## config.mk

```make
export PLATFORM = sky130hd
export DESIGN_NAME = sync_buf_reader
export DESIGN_NICKNAME = d
export VERILOG_FILES = /design/src/rtl/sync_buf_reader.sv
export SDC_FILE = /design/constraint.sdc
export NUM_CORES = 1
export LEC_CHECK = 0
export ABC_AREA = 1
export BUFFER_PORTS_ARGS = -buffer_cell sky130_fd_sc_hd__buf_4
export CAP_MARGIN = 20
export CORE_MARGIN = 2
export CORE_UTILIZATION = 40
export DETAILED_ROUTE_END_ITERATION = 7
export GPL_TIMING_DRIVEN = 1
export PLACE_DENSITY_LB_ADDON = 0.1
export SYNTH_ARGS = -nofsm -noshare
export SYNTH_HDL_FRONTEND = slang
export SYNTH_SLANG_ARGS = --single-unit
```

## constraint.sdc

```tcl
create_clock -name iclk -period 4.1 [get_ports iclk]
set_clock_uncertainty 0.2 [all_clocks]
set_input_delay 0.205 -clock iclk [delete_from_list [all_inputs] [get_ports iclk]]
set_output_delay 0.205 -clock iclk [all_outputs]
set_load 0.01 [all_outputs]
```

## src/rtl/sync_buf_reader.sv

```systemverilog
// ---------------------------------------------------------------------------
// sync_buf_reader
//
// Read controller placed directly behind the synchronizer's dual-port sample
// buffer. A start command sets up a circular read of ilen samples beginning at
// istart_addr. The block drives the buffer read port, absorbs its one-cycle
// registered read latency through a 4-entry output FIFO, and presents the
// samples as a valid/ready stream with a last-sample marker.
//
// Ports
//   iclk, irst_n        clock, asynchronous active-low reset
//   istart              start request (sampled only when idle)
//   istart_addr         first buffer address of the frame
//   ilen                samples to read (0 = no-op, clamped to buffer depth)
//   iabort              synchronous abort, highest priority
//   oen_rd, or_addr     buffer read enable / address
//   iram_data           buffer read data, valid the cycle after oen_rd
//   odata, ovalid,
//   iready, olast       output sample stream
//   obusy               high while a frame is active
//   odone               one-cycle pulse after the final sample handshake
// ---------------------------------------------------------------------------
module sync_buf_reader #(
    parameter int DATA_W = 32,
    parameter int ADDR_W = 18,
    parameter int LEN_W  = ADDR_W + 1
) (
    input  logic              iclk,
    input  logic              irst_n,
    input  logic              istart,
    input  logic [ADDR_W-1:0] istart_addr,
    input  logic [LEN_W-1:0]  ilen,
    input  logic              iabort,
    output logic              oen_rd,
    output logic [ADDR_W-1:0] or_addr,
    input  logic [DATA_W-1:0] iram_data,
    output logic [DATA_W-1:0] odata,
    output logic              ovalid,
    input  logic              iready,
    output logic              olast,
    output logic              obusy,
    output logic              odone
);

    typedef enum logic [1:0] {
        ST_IDLE  = 2'd0,
        ST_RUN   = 2'd1,
        ST_DRAIN = 2'd2
    } state_t;

    localparam logic [LEN_W-1:0] DEPTH_L = LEN_W'(1) << ADDR_W;
    localparam logic [LEN_W-1:0] ONE_L   = LEN_W'(1);

    state_t              state_q;
    logic [ADDR_W-1:0]   addr_q;
    logic [LEN_W-1:0]    iss_cnt_q;     // reads still to issue
    logic [LEN_W-1:0]    out_cnt_q;     // samples still to hand off downstream
    logic                pend_q;        // a read was issued last cycle
    logic [2:0]          fifo_cnt_q;
    logic [2:0]          fifo_cnt_d;
    logic [1:0]          wr_ptr_q;
    logic [1:0]          rd_ptr_q;
    logic [DATA_W-1:0]   fifo_mem_q [4];
    logic                done_q;

    logic [LEN_W-1:0]    len_clamped_d;
    logic                credit_ok;
    logic                issue;
    logic                push;
    logic                pop;
    logic                last_pop;

    assign len_clamped_d = (ilen > DEPTH_L) ? DEPTH_L : ilen;

    // Entries already buffered plus the read still in flight must leave room
    // for the read issued this cycle and the one after it, so the 4-entry
    // FIFO cannot overflow even when downstream stalls.
    assign credit_ok = (fifo_cnt_q + {2'b00, pend_q}) <= 3'd2;
    assign issue     = (state_q == ST_RUN) && credit_ok;

    // Read data for a read issued last cycle is on iram_data right now.
    assign push      = pend_q;
    assign pop       = ovalid && iready;
    assign last_pop  = pop && (out_cnt_q == ONE_L);

    assign oen_rd    = issue;
    assign or_addr   = addr_q;
    assign ovalid    = (fifo_cnt_q != 3'd0);
    assign odata     = ovalid ? fifo_mem_q[rd_ptr_q] : '0;
    // The head entry is the frame's final sample exactly when one sample is
    // still owed downstream.
    assign olast     = ovalid && (out_cnt_q == ONE_L);
    assign obusy     = (state_q != ST_IDLE);
    assign odone     = done_q;

    always_comb begin
        fifo_cnt_d = fifo_cnt_q;
        case ({push, pop})
            2'b10:   fifo_cnt_d = fifo_cnt_q + 3'd1;
            2'b01:   fifo_cnt_d = fifo_cnt_q - 3'd1;
            default: fifo_cnt_d = fifo_cnt_q;
        endcase
    end

    // Control FSM, counters and FIFO pointers.
    always_ff @(posedge iclk or negedge irst_n) begin
        if (!irst_n) begin
            state_q    <= ST_IDLE;
            addr_q     <= '0;
            iss_cnt_q  <= '0;
            out_cnt_q  <= '0;
            pend_q     <= 1'b0;
            fifo_cnt_q <= '0;
            wr_ptr_q   <= '0;
            rd_ptr_q   <= '0;
            done_q     <= 1'b0;
        end else if (iabort) begin
            // Clearing pend_q drops the read issued this cycle, so its data
            // never reaches the FIFO.
            state_q    <= ST_IDLE;
            iss_cnt_q  <= '0;
            out_cnt_q  <= '0;
            pend_q     <= 1'b0;
            fifo_cnt_q <= '0;
            wr_ptr_q   <= '0;
            rd_ptr_q   <= '0;
            done_q     <= 1'b0;
        end else begin
            pend_q     <= issue;
            fifo_cnt_q <= fifo_cnt_d;
            done_q     <= last_pop;

            if (push) begin
                wr_ptr_q <= wr_ptr_q + 2'd1;
            end
            if (pop) begin
                rd_ptr_q  <= rd_ptr_q + 2'd1;
                out_cnt_q <= out_cnt_q - ONE_L;
            end

            case (state_q)
                ST_IDLE: begin
                    if (istart && (ilen != '0)) begin
                        state_q   <= ST_RUN;
                        addr_q    <= istart_addr;
                        iss_cnt_q <= len_clamped_d;
                        out_cnt_q <= len_clamped_d;
                    end
                end
                ST_RUN: begin
                    if (issue) begin
                        addr_q    <= addr_q + ADDR_W'(1);
                        iss_cnt_q <= iss_cnt_q - ONE_L;
                        if (iss_cnt_q == ONE_L) begin
                            state_q <= ST_DRAIN;
                        end
                    end
                end
                ST_DRAIN: begin
                    if (last_pop) begin
                        state_q <= ST_IDLE;
                    end
                end
                default: state_q <= ST_IDLE;
            endcase
        end
    end

    // FIFO storage; one register per entry, written when the write pointer
    // selects it.
    generate
        for (genvar gi = 0; gi < 4; gi++) begin : g_fifo
            always_ff @(posedge iclk or negedge irst_n) begin
                if (!irst_n) begin
                    fifo_mem_q[gi] <= '0;
                end else if (!iabort && push && (wr_ptr_q == 2'(gi))) begin
                    fifo_mem_q[gi] <= iram_data;
                end
            end
        end
    endgenerate

endmodule
```

==> out/qor.yml, run 1 <==
grt_max_degree: 117
endpoint_kind: "output port"
clockRootBuffer: "clkbuf_16"
p_int_w: 0.00487
p_leak_nw: 6.51
switchingPower_w: 0.00379
synth_warnings: 0
wl_per_cell_um: 14.7
cpMaxStageDelayCell: "inv_1"
cpPeakStageDelay_ps: 660
critPathKind: "reg2out"
overflow: 0
switching_share: 0.437
dpl.cell_count: 1882
seqPwrFrac: 0.341
critPathLaunch: "fifo_cnt_q[0]"
crit_fanout: 18
cts_num_sinks: 195
routed-via-count: 9869
arrival_ps: 2340
setup.worst_path.start_class: "register"
synthToLayoutAreaGrowth_pct: 24.5
cts_tree: "done"
finalHoldViolCount: 0
ant_nets: 0
gp_congestion: 0.898
avgViaCountPerCell: 4.96
drc: 0
pwr-share-comb: 0.460
path_cells: "nor2_2, nand2_4, inv_1, buf_16, a21oi_1, buf_4"
r2r-start: "pend_q"
drive_gt1_frac: 0.131
ir_drop_uv: 320
grt.total_usage: 0.215
grt_pass1_wl_mm: 49.0
seq_area_frac_synth: 0.462
clkPwrFrac: 0.199
rsz0062_at_grt: "false"
cts_resized: 0
reg2reg_slack_ps: 1550
io_buffer_count: 128
worstMarginPinSlew_ps: 1050
reg2regPathDepth: 10
fin_tns_setup_ps: 0
start_util: 0.407
power_density_nw_per_um2: 658
dr.pass1.iters: 5
clkTransAtPathRegs_ps: 80
hold_path_class: "in2async"
r2r-end: "or_addr[12]"
outcome: "complete, no violations"
hpwl_mm: 18.9
setup_viol: 0
fp.dieW_um: 167
syn_avg_cell_area_um2: 7.16
synth_fp_nets: 1561
synthCells: 1475
diodes: 0
ys_ff_latch: 195
htree_levels: 4
fin_cells: 1990
total_power_w: 0.00866
row_count: 59
max_freq_mhz: 364
fin_crit_ps: 2750
drt-total-wl_mm: 29.3
grt_pass1_vias: 9674
cts_buffer_depth: 2
placed_area_um2: 11800
drv_cap: 0
drt-initial-drc-count: 530
die_y_um: 167
antenna_found_initial: 0
final_util: 0.506
syn_area_um2: 10600
final_nets: 1728
io_pins: 129
cts_buffers: 17
drv_slew: 0
fin_crit_sh: 0.670
fin_area_um2: 13200
synth_cell_types: 34
insertion_delay_ps: 440
max_slew_margin: 0.300
core_area_um2: 26000
crit_end: "odata[2]"
die-area_um2: 27700
cp.required_ps: 3690
-- power groups by stage --
stage	Sequential, W	Combinational (W)	Clock (W)
2_1_floorplan	0.00288	0.00267	0
3_3_place_gp	0.00297	0.00386	0
3_5_place_dp	0.00298	0.00393	0
4_1_cts	0.00295	0.00401	0.00178
5_1_grt	0.00303	0.00454	0.00185
6_report	0.00295	0.00398	0.00172
-- state kept, by name, summed over array words and instances (netlist names) --
signal and count:
or_addr 18, odone 1, rd_ptr_q 2, fifo_mem_q 128
state_q 2, wr_ptr_q 2, fifo_cnt_q 3, iss_cnt_q 19
out_cnt_q 19, pend_q 1
-- metal layers --
| layer | vias up | track usage | routed length (um) |
|---|---|---|---|
| li1 | 5023 | - | - |
| met1 | 4629 | 0.293 | 14200 |
| met2 | 194 | 0.367 | 13600 |
| met3 | 23 | 0.0333 | 1150 |
| met4 | 0 | 0.0424 | 283 |
| met5 | - | 0 | 0 |
-- cells in the mapped netlist --
library cell    n  area (um2)
buf_4           2        15.0
nor2_4          1        11.3
xnor2_1         5        43.8
inv_1         103         387
clkbuf_2        1        5.00
xor2_1          8        70.1
o211ai_1        1        7.51
inv_2           7        26.3
nand3_2        10         100
fa_1            1        20.0
buf_6           3        33.8
nand4_1        12        75.1
nand2_4         2        22.5
nand3b_1        2        15.0
a21oi_1        56         280
buf_2          14        70.1
or2_0           1        6.26
nor3_1          8        40.0
nor2_2          6        37.5
ha_1           11         138
nand2_2         6        37.5
clkbuf_1       41         154
o21ai_0       226        1130
nor2_1        230         863
nand3_1        62         310
nand2_1       440        1650
a21oi_2         1        8.76
o21ai_1         4        20.0
buf_8           1        15.0
or2_2           2        12.5
a21boi_2        1        11.3
buf_1           8        30.0
dfrtp_1       195        4880
o21ai_2         4        35.0
-- cell type report --
class / count / area [um2]
fill: 2661 / 12800
multi-input combinational: 1100 / 4960
sequential: 195 / 4880
timing repair buffer: 218 / 1880
clock buffer: 17 / 425
tap: 335 / 419
inverter: 110 / 413
clock inverter: 15 / 179
-- cells by family (layout without fill, tap and decap cells) --
group,count (synthesis),after routing,synth area share
DFF,195,195,0.462
and+or+nand+nor,782,782,0.301
AOI/OAI and AO/OA,293,293,0.141
buffers and inverters,180,360,0.0696
adders and majority gates,12,12,0.0149
xor gates and xnor gates,13,13,0.0108
-- cells in the final DEF (no fill, tap or decap), types with 2 or more instances in the layout --
| cell type | synthesis | final |
|---|---|---|
| a21oi_1 | 56 | 56 |
| buf_16 | 0 | 2 |
| buf_4 | 2 | 140 |
| clkbuf_16 | 0 | 17 |
| clkinv_8 | 0 | 2 |
| dfrtp_1 | 195 | 194 |
| dlygate4sd3_1 | 0 | 74 |
| ha_1 | 11 | 11 |
| inv_1 | 103 | 103 |
| inv_2 | 7 | 7 |
| inv_6 | 0 | 5 |
| inv_8 | 0 | 5 |
| nand2_1 | 440 | 440 |
| nand2_2 | 6 | 6 |
| nand2_4 | 2 | 2 |
| nand3_1 | 62 | 62 |
| nand3_2 | 10 | 10 |
| nand3b_1 | 2 | 2 |
| nand4_1 | 12 | 12 |
| nor2_1 | 230 | 230 |
| nor2_2 | 6 | 6 |
| nor3_1 | 8 | 8 |
| o21ai_0 | 226 | 226 |
| o21ai_1 | 4 | 4 |
| o21ai_2 | 4 | 4 |
| or2_2 | 2 | 2 |
| xnor2_1 | 5 | 5 |
| xor2_1 | 8 | 8 |
-- through the flow --
step | hold WS, ps | setup WS, ps
2_1_floorplan | -291 | 2140
3_3_place_gp | 246 | 1420
3_5_place_dp | 231 | 1540
4_1_cts | 286 | 1300
5_1_grt | 303 | 1210
6_report | 270 | 1350
-- worst min path at each step --
stage	from	endpoint	slack, ps	cells after the start
final	irst_n	fifo_mem_q[69]	270	2
after global routing	fifo_mem_q[80]	fifo_mem_q[80]	300	2
after CTS	fifo_mem_q[26]	fifo_mem_q[26]	290	2
after detailed placement	irst_n	fifo_mem_q[69]	230	1
after global placement	irst_n	fifo_mem_q[69]	250	1
after floorplan	irst_n	fifo_cnt_q[0]	-290	0
-- critical path: cells and delay by family, from the launching register on --
kind,cells,cell delay [ps]
buf+inv,3,1050
simple gates,2,330
compound gates,1,80
flops,1,450
-- timing repair --
item                                    CTS  global route
buffers inserted                          0             0
endpoints found under the hold margin   295             0
hold buffers                             74             0
endpoints found under the setup margin    0             0
(Power assumes the default switching activity.)
==> inputs of run 2 (changes only) <==
==> constraint.sdc (replaced) <==
create_clock -name iclk -period 2.8 [get_ports iclk]
set_clock_uncertainty 0.2 [all_clocks]
set_input_delay 0.14 -clock iclk [delete_from_list [all_inputs] [get_ports iclk]]
set_output_delay 0.14 -clock iclk [all_outputs]
set_load 0.01 [all_outputs]
==> run 2 against run 1 <==
Final cell count rose by 0.55%. Sequential power is 46% higher. Via count is essentially flat. Register-to-register slack worse by 1100 ps. Global-route usage grew 0.088 points. Utilization up 0.43 points. Clock power up 49%. Non-clock buffer count increased by 11. Critical path type is now in2reg. Critical endpoint is now out_cnt_q[9].
==> out/qor.yml, run 2 (same netlist as run 1, synthesis figures left out) <==
outcome: "complete, no violations"
switching_share: 0.438
reg_top3: "fifo_mem_q (128), iss_cnt_q (19), out_cnt_q (19)"
overflow: 0
fin_area_um2: 13300
clockRootBuffer: "clkbuf_16"
gp_congestion: 0.907
largest_reg_flops: 128
fin_tns_setup_ps: 0
avgViaCountPerCell: 4.93
core_area_um2: 26000
final-seq-area_um2: 4880
fin_cells: 2001
crit_fanout: 21
endpoint_kind: "register"
cpMaxStageDelayCell: "dlygate4sd3_1"
switchingPower_w: 0.00559
fin_crit_ps: 2520
clkPwrFrac: 0.201
drv_cap: 0
largest-register: "fifo_mem_q"
io_buffer_count: 128
fin_crit_sh: 0.901
drc: 0
most-common-layout-cells: "nand2_1, nor2_1, o21ai_0"
multi_input_area_um2: 4960
cts_num_sinks: 195
grt_max_degree: 78
dr.pass1.iters: 5
arrival_ps: 2650
setup.worst_path.start_class: "primary input"
synthToLayoutAreaGrowth_pct: 25.6
insertion_delay_ps: 450
n_fill_cell: 2608
grt.total_usage: 0.216
max_slew_margin: 0.642
cts_buffers: 17
grt_pass1_wl_mm: 48.9
hold_path_class: "in2async"
cts_resized: 0
crit_family: "buffers and inverters"
final_util: 0.510
die-area_um2: 27700
seqPwrFrac: 0.337
worstMarginPinSlew_ps: 535
diodes: 0
critPathKind: "in2reg"
cp.required_ps: 2930
drt-initial-drc-count: 698
path_cells: "dlygate4sd3_1, buf_4, nor2_1, nand2_1, nor2_1, nand3_1, nand3_2, buf_4, inv_2, nand2_1, a21oi_1, dlygate4sd3_1"
pwr-share-comb: 0.462
drv_slew: 0
cpPeakStageDelay_ps: 570
path_buf_inv: 5
cts_tree: "done"
clkTransAtPathRegs_ps: 90
start_util: 0.407
max_freq_mhz: 396
fp.dieW_um: 167
finalHoldViolCount: 0
drt-total-wl_mm: 29.6
hold_ws_ps: 54.8
p_int_w: 0.00719
dpl.cell_count: 1893
antenna_found_initial: 0
die_y_um: 167
wl_per_cell_um: 14.8
drive_gt1_frac: 0.136
htree_levels: 4
power_density_nw_per_um2: 964
final_common_cell: "nand2_1"
hpwl_mm: 19.3
io_pins: 129
grt_pass1_vias: 9435
placed_area_um2: 11900
final_nets: 1739
routed-via-count: 9862
ant_nets: 0
p_leak_nw: 6.57
setup_viol: 0
rsz0062_at_grt: "false"
row_count: 59
cts_buffer_depth: 2
ir_drop_uv: 450
run 2: cell types whose count changed in the layout (fill, tap and decap cells not counted), sizes merged:
cell and change:
buf +10, clkbuf +1, clkinv +1, clkinvlp -1, dlygate4sd3 +1, inv -1
run 2: timing repair:
item | 4_1_cts | 5_1_grt
hold buffers | 76 | 0
endpoints found under the setup margin | 0 | 0
hold endpoints to repair | 386 | 0
setup buffers | 0 | 0
run 2: through the flow:
stage	total power [W]	setup slack, ps
after floorplan	0.00812	845
after global placement	0.0101	515
after detailed placement	0.0102	454
after CTS	0.0129	337
after global routing	0.0139	92.7
final	0.0128	277
run 2: layout make-up:
cell class,count,area share
Tap cell,335,0.0316
Timing Repair Buffer,229,0.150
Clock buffer,18,0.0324
Multi-Input combinational cell,1100,0.374
Inverter,110,0.0311
Clock inverter,14,0.0135
Sequential cell,195,0.368
run 2: worst paths after layout:
path,depth (start not counted),slack (ps),startpoint,to
setup / recovery,12,280,ilen[8],out_cnt_q[9]
hold / removal,3,50,irst_n,fifo_mem_q[69]
setup reg to reg,9,470,fifo_cnt_q[0],or_addr[8]
hold reg to reg,2,280,fifo_mem_q[93],fifo_mem_q[93]
max in group asynchronous,3,1880,irst_n,out_cnt_q[0]
min in group iclk,2,280,fifo_mem_q[93],fifo_mem_q[93]
run 2: power by group through the flow:
| stage | clock network (W) | registers (W) | logic [W] |
|---|---|---|---|
| global route | 0.00272 | 0.00443 | 0.00674 |
| finish | 0.00256 | 0.00431 | 0.00591 |
| global placement | 0 | 0.00434 | 0.00580 |
| CTS | 0.00262 | 0.00430 | 0.00596 |
| floorplan | 0 | 0.00421 | 0.00391 |
| detailed placement | 0 | 0.00435 | 0.00584 |
run 2: worst reg2reg max path, stage by stage, from the launching register on:
cell and delay, ps:
dfrtp_1 450, ha_1 210, ha_1 270, nand2_1 70, nand3_2 110, nand2_1 90
nand3_2 80, a21oi_4 410, buf_12 240, o21ai_0 100
run 2: per-layer routing:
layer | global-route usage | share of wire | wire length [um]
met1 | 0.307 | 0.49 | 14500
met2 | 0.354 | 0.47 | 13800
met3 | 0.0328 | 0.037 | 1090
met4 | 0.0450 | 0.0096 | 283
met5 | 0 | 0 | 0
